$ cat src/rtl/fetch_pkg.sv
// Shared widths, FSM state encoding and the buffered fetch entry type
// used by the fetch stage and its fetch FIFO.
package fetch_pkg;

  localparam int XLEN    = 64;
  localparam int INSTR_W = 32;
  localparam int PC_STEP = 4;

  typedef logic [0:0] fetch_state_t;
  localparam fetch_state_t BOOT = 1'b0;
  localparam fetch_state_t RUN  = 1'b1;

  typedef struct packed {
    logic [XLEN-1:0]    pc;
    logic [INSTR_W-1:0] instr;
  } fetch_entry_t;

endpackage

$ cat src/rtl/fetch_fifo.sv
// Small circular queue of {pc, instr} entries between instruction memory and
// decode; synchronous flush discards everything buffered.
module fetch_fifo
  import fetch_pkg::*;
#(
  parameter int DEPTH = 2
) (
  input  logic                       clk,
  input  logic                       rst_n,
  input  logic                       push,
  input  fetch_entry_t               entry,
  input  logic                       pop,
  input  logic                       flush,
  output fetch_entry_t               head,
  output logic                       empty,
  output logic [$clog2(DEPTH+1)-1:0] count
);

  localparam int PTR_W = (DEPTH > 1) ? $clog2(DEPTH) : 1;
  localparam int CNT_W = $clog2(DEPTH + 1);
  localparam logic [CNT_W-1:0] FULL     = CNT_W'(DEPTH);
  localparam logic [PTR_W-1:0] LAST_PTR = PTR_W'(DEPTH - 1);

  fetch_entry_t     mem [DEPTH];
  logic [PTR_W-1:0] rd_ptr;
  logic [PTR_W-1:0] wr_ptr;
  logic             do_push;
  logic             do_pop;

  function automatic logic [PTR_W-1:0] next_ptr(input logic [PTR_W-1:0] p);
    return (p == LAST_PTR) ? '0 : p + 1'b1;
  endfunction

  assign empty   = (count == '0);
  assign do_pop  = pop && !empty;
  assign do_push = push && ((count < FULL) || do_pop);
  assign head    = mem[rd_ptr];

  // NOTE: registers use non-blocking assignments so every flop samples pre-edge values.
  always_ff @(posedge clk or negedge rst_n) begin
    if (!rst_n) begin
      rd_ptr <= '0;
      wr_ptr <= '0;
      count  <= '0;
    end else if (flush) begin
      rd_ptr <= '0;
      wr_ptr <= '0;
      count  <= '0;
    end else begin
      if (do_push) wr_ptr <= next_ptr(wr_ptr);
      if (do_pop)  rd_ptr <= next_ptr(rd_ptr);
      case ({do_push, do_pop})
        2'b10:   count <= count + 1'b1;
        2'b01:   count <= count - 1'b1;
        default: count <= count;
      endcase
    end
  end

  // NOTE: storage is not reset; count gates every read, so stale contents are never visible.
  always_ff @(posedge clk) begin
    if (do_push && !flush) mem[wr_ptr] <= entry;
  end

endmodule

$ cat src/rtl/instruction_fetch_unit.sv
// Fetch stage: owns the PC, issues instruction-memory reads with credit-based
// flow control and hands {pc, instr} to decode. FETCH_PERF_EN builds the perf counters.
module instruction_fetch_unit #(
  parameter int              XLEN       = 64,
  parameter int              INSTR_W    = 32,
  parameter logic [XLEN-1:0] RESET_PC   = 64'h0,
  parameter int              FIFO_DEPTH = 2
) (
  input  logic               clk,
  input  logic               rst_n,
  output logic               imem_rd_en,
  output logic [XLEN-1:0]    imem_addr,
  input  logic [INSTR_W-1:0] imem_instr,
  input  logic               redirect_valid,
  input  logic [XLEN-1:0]    redirect_pc,
  output logic               id_valid,
  input  logic               id_ready,
  output logic [INSTR_W-1:0] id_instr,
  output logic [XLEN-1:0]    id_pc,
  output logic               fetch_misalign,
  output logic [31:0]        perf_fetched,
  output logic [31:0]        perf_redirects
);

  import fetch_pkg::*;

  localparam int CNT_W = $clog2(FIFO_DEPTH + 1);
  localparam logic [CNT_W:0] DEPTH_C = (CNT_W + 1)'(FIFO_DEPTH);

  fetch_state_t     state;
  logic [XLEN-1:0]  pc;
  logic [XLEN-1:0]  inflight_pc;
  logic             inflight;
  logic [CNT_W-1:0] count;
  logic [CNT_W:0]   occupancy;
  logic             fifo_empty;
  logic             req;
  logic             push;
  logic             handshake;
  fetch_entry_t     push_entry;
  fetch_entry_t     head;

  // Credit rule: a request is only issued if its response is guaranteed a slot.
  assign occupancy = {1'b0, count} + (CNT_W + 1)'(inflight);
  assign id_valid  = !fifo_empty;
  assign handshake = id_valid && id_ready && !redirect_valid;
  assign req       = (state == RUN) && !redirect_valid &&
                     ((occupancy < DEPTH_C) || (id_valid && id_ready));
  assign push      = inflight && !redirect_valid;

  assign push_entry = '{pc: inflight_pc, instr: imem_instr};

  assign imem_rd_en = req;
  assign imem_addr  = req ? pc : '0;
  assign id_instr   = id_valid ? head.instr : '0;
  assign id_pc      = id_valid ? head.pc : '0;

  always_ff @(posedge clk or negedge rst_n) begin
    if (!rst_n) begin
      state          <= BOOT;
      pc             <= RESET_PC;
      inflight       <= 1'b0;
      inflight_pc    <= '0;
      fetch_misalign <= 1'b0;
    end else begin
      if (state == BOOT) state <= RUN;
      inflight <= req;
      if (req) inflight_pc <= pc;
      if (redirect_valid) begin
        pc <= {redirect_pc[XLEN-1:2], 2'b00};
        if (redirect_pc[1:0] != 2'b00) fetch_misalign <= 1'b1;
      end else if (req) begin
        pc <= pc + XLEN'(PC_STEP);
      end
    end
  end

  fetch_fifo #(
    .DEPTH (FIFO_DEPTH)
  ) u_fifo (
    .clk   (clk),
    .rst_n (rst_n),
    .push  (push),
    .entry (push_entry),
    .pop   (handshake),
    .flush (redirect_valid),
    .head  (head),
    .empty (fifo_empty),
    .count (count)
  );

`ifdef FETCH_PERF_EN
  always_ff @(posedge clk or negedge rst_n) begin
    if (!rst_n) begin
      perf_fetched   <= '0;
      perf_redirects <= '0;
    end else begin
      if (handshake)      perf_fetched   <= perf_fetched + 32'd1;
      if (redirect_valid) perf_redirects <= perf_redirects + 32'd1;
    end
  end
`else
  assign perf_fetched   = '0;
  assign perf_redirects = '0;
`endif

endmodule

$ cat config.mk
export PLATFORM = sky130hd
export DESIGN_NAME = instruction_fetch_unit
export DESIGN_NICKNAME = d
export VERILOG_FILES = /design/src/rtl/fetch_pkg.sv /design/src/rtl/fetch_fifo.sv /design/src/rtl/instruction_fetch_unit.sv
export SDC_FILE = /design/constraint.sdc
export NUM_CORES = 1
export LEC_CHECK = 0
export CORE_ASPECT_RATIO = 0.9
export CORE_MARGIN = 4
export CORE_UTILIZATION = 47
export CTS_BUF_LIST = sky130_fd_sc_hd__clkbuf_4
export CTS_CLUSTER_SIZE = 20
export DETAILED_ROUTE_END_ITERATION = 7
export GPL_ROUTABILITY_DRIVEN = 1
export PLACE_DENSITY = 0.84
export SYNTH_ARGS = -nofsm -noshare
export SYNTH_HDL_FRONTEND = slang
export SYNTH_SLANG_ARGS = --single-unit
$ cat constraint.sdc
create_clock -name clk -period 8 [get_ports clk]
set_input_delay 1.2 -clock clk [delete_from_list [all_inputs] [get_ports clk]]
set_output_delay 1.2 -clock clk [all_outputs]
set_load 0.02 [all_outputs]
==> implementation parameters <==
Parameter                              Value

Outcome
  Result of the run    finished clean

Die
  Floorplan row count    60
  Initial cell density of the core    0.478
  X dimension of the die    192 um
  Core area    29900 um2
  Vertical die dimension    173 um
  DIE AREA    33200 um2
  Count of boundary I/O pins    327

Timing
  Setup skew after layout    30.1 ps
  Final-report setup violation count    0
  Max-slew violations    0
  Setup repair after global routing missed its margin    no
  Worst-margin pin slew    1050 ps
  Max-slew headroom at the worst pin    0.300
  Ratio of final minimum period to clock period    0.629
  Final hold violation count    0
  Fin Setup TNS    0 ps
  Clock period minus worst slack    5030 ps
  Achievable frequency    199 MHz

Yosys
  Most area-consuming cells after synthesis    sky130_fd_sc_hd__edfxtp_1 (40%), sky130_fd_sc_hd__dfrtp_1 (23%), sky130_fd_sc_hd__mux2i_1 (6.7%)
  Share of the yosys chip area belonging to registers    0.625
  Main synth FF type    sky130_fd_sc_hd__edfxtp_1
  Post-synth EDFFs    188
  FFs w/ async S/R, synth    0.411
  FF+latch count, synth    319
  Cell type with the highest aggregate area in the netlist    sky130_fd_sc_hd__edfxtp_1
  Number of distinct library cells after synthesis    51
  Cells after Synth    1147
  Area share of the leading cell type in the synthesized netlist    0.396
  Syn_area_per_cell    12.4 um2
  Area of the mapped netlist    14300 um2
  Warnings, synthesis    0

Power and ir drop
  Post-layout power    3.97 mW
  Power density relative to cell area    219 nW/um2
  Worst supply voltage drop on vdd    0.137 mV
  Static power due to leakage    6.54 nW

CTS
  Clock tree from TritonCTS    built
  Number of H-tree branching levels    3
  Buffer cell driving the clock tree root    sky130_fd_sc_hd__clkbuf_4
  Largest buffer count on any clock path    3
  CTS clk-pin slew, worst paths    60 ps
  Post-cts gate resize count    0
  Cts bufs inserted    84
  Post-cts hold buffer count    0
  Number of clock sinks    319
  Clock latency at the later pin of the worst-skew pair    660 ps
  Buffers inserted by post-CTS timing repair    0

Worst setup path
  Crit path cell chain    clkdlybuf4s50_1 > inv_1 > a211oi_4 > buf_4 > and2_1 > clkdlybuf4s50_1
  Worst Path Buf+Inv    4
  CP max stage cell    sky130_fd_sc_hd__clkdlybuf4s50_1
  Critical Path AT    3830 ps
  Max Fanout on Critical Path    71
  Data required time of the worst path    6800 ps
  Element type at the critical path start    primary input
  Top delay family on crit path    buffers and inverters
  Slowest Stage Delay on Critical Path    630 ps
  Type of the worst setup path    in2out
  Kind of capture point of the worst setup path    output port
  Most frequent CP cell    sky130_fd_sc_hd__clkdlybuf4s50_1

Route
  Via-per-instance ratio    5.31
  Final routed wirelength across all metal layers    36700 um
  Detailed Route Iter0 Violations    715
  Remaining design rule violation count    0
  Pre-antenna DRT Iters    5
  Total via count after detailed routing    10154
  Final antenna-violating net count    0
  WL/cell    19.2 um

Global routing
  First-pass GRT wire length    56900 um
  Number of antenna violations at the first check in global routing    3
  Leftover overflow at the end of global routing    0
  Global routing usage summed across all routing layers    0.216
  Vias in the first global route    10380
  Pin count of the biggest net entering global routing    78

Final layout
  Number of nets in the final layout    1545
  Most frequent cells in the layout    sky130_fd_sc_hd__clkdlybuf4s50_1 (256), sky130_fd_sc_hd__edfxtp_1 (188), sky130_fd_sc_hd__nor2_1 (140), sky130_fd_sc_hd__clkbuf_4 (132), sky130_fd_sc_hd__dfrtp_1 (130)
  Post-route cell area    18100 um2
  Area overhead of the layout relative to synthesis    27.1%
  Fill count    2378
  Share of final-layout standard cells stronger than drive strength 1    0.152
  Leading cell type in the layout, fill and taps excluded    sky130_fd_sc_hd__clkdlybuf4s50_1

Hold path
  Class of the most critical hold timing path    reg2reg

Place
  IO Port Bufs    258
  Standard cell area after detailed placement    17000 um2
  Final weighted congestion in routability-driven placement    0.886
  Dpl hpwl    24400 um

Flow run
  Count of maximum capacitance violations    0
per-layer routing:
| layer | up-vias | routed length (um) | GRT usage |
|---|---|---|---|
| met5 | - | 11 | 0 |
| met4 | 2 | 1320 | 0.0969 |
| met3 | 95 | 2680 | 0.0493 |
| met2 | 453 | 17600 | 0.342 |
| met1 | 4911 | 15100 | 0.286 |
| li1 | 4693 | - | - |
path summary, 6_finish.rpt:
kind,start,endpoint,slack [ps],cells after the start
max in group asynchronous,rst_n,u_fifo.rd_ptr,5960,2
max reg2reg,inflight,pc[51],5150,5
min in group asynchronous,rst_n,inflight_pc[50],490,1
min reg2reg,inflight_pc[26],u_fifo.mem[1][58],460,0
min,inflight_pc[26],u_fifo.mem[1][58],460,0
max,id_ready,imem_addr[40],2970,6
per-stage QoR:
stage | hold slack [ps] | util | cells | setup slack [ps]
CTS | 447 | 0.607 | 1911 | 2980
finish | 456 | 0.607 | 1913 | 2970
global route | 463 | 0.607 | 1913 | 2820
global placement | 441 | 0.570 | 1761 | 3100
floorplan | 438 | - | 1214 | 2010
detailed placement | 453 | 0.570 | 1761 | 2990
logic make-up (layout without fill, tap and decap cells):
group,after synthesis,after routing,synth area share
multiplexers,157,157,0.116
AO/OA/AOI/OAI,110,110,0.0487
AND/OR/NAND/NOR,386,386,0.137
adder cells (fa/ha/maj),1,1,0.000877
XOR/XNOR,25,25,0.0153
flip-flops,319,319,0.625
other,2,71,0.000526
buffers and inverters,147,441,0.0570
report_power, final:
part	switching, mW	internal, mW
clock network	0.637	0.810
registers	0.123	1.90
logic	0.263	0.233
registers in the layout, indices dropped and copies added, names as in the netlist:
name            count
u_fifo.wr_ptr       1
pc                 62
u_fifo.mem        188
u_fifo.count        2
state               1
fetch_misalign      1
inflight_pc        62
inflight            1
u_fifo.rd_ptr       1
layout make-up:
type / count / area, um2 / area share
Antenna cell: 2 / 5.00 / 0.000276
Tap cell: 403 / 504 / 0.0278
Timing Repair Buffer: 273 / 2690 / 0.148
Clock inverter: 18 / 120 / 0.00662
Inverter: 18 / 67.6 / 0.00373
Clock buffer: 132 / 991 / 0.0546
Sequential cell: 319 / 8930 / 0.492
Multi-Input combinational cell: 748 / 4830 / 0.266
cell usage after synthesis (all sizes together), types with 3 or more instances:
library cell / count
a211oi: 3
a21oi: 4
a22oi: 3
a31oi: 30
and2: 52
and3: 6
and4: 9
buf: 85
clkbuf: 44
dfrtp: 131
edfxtp: 188
inv: 18
mux2: 62
mux2i: 95
nand2: 48
nand3: 32
nand4: 21
nor2: 141
nor2b: 3
nor3: 16
nor4: 12
o21ai: 40
o31ai: 15
or3: 15
or4: 21
xnor2: 16
xor2: 9
Power figures use the tool's default switching activity.
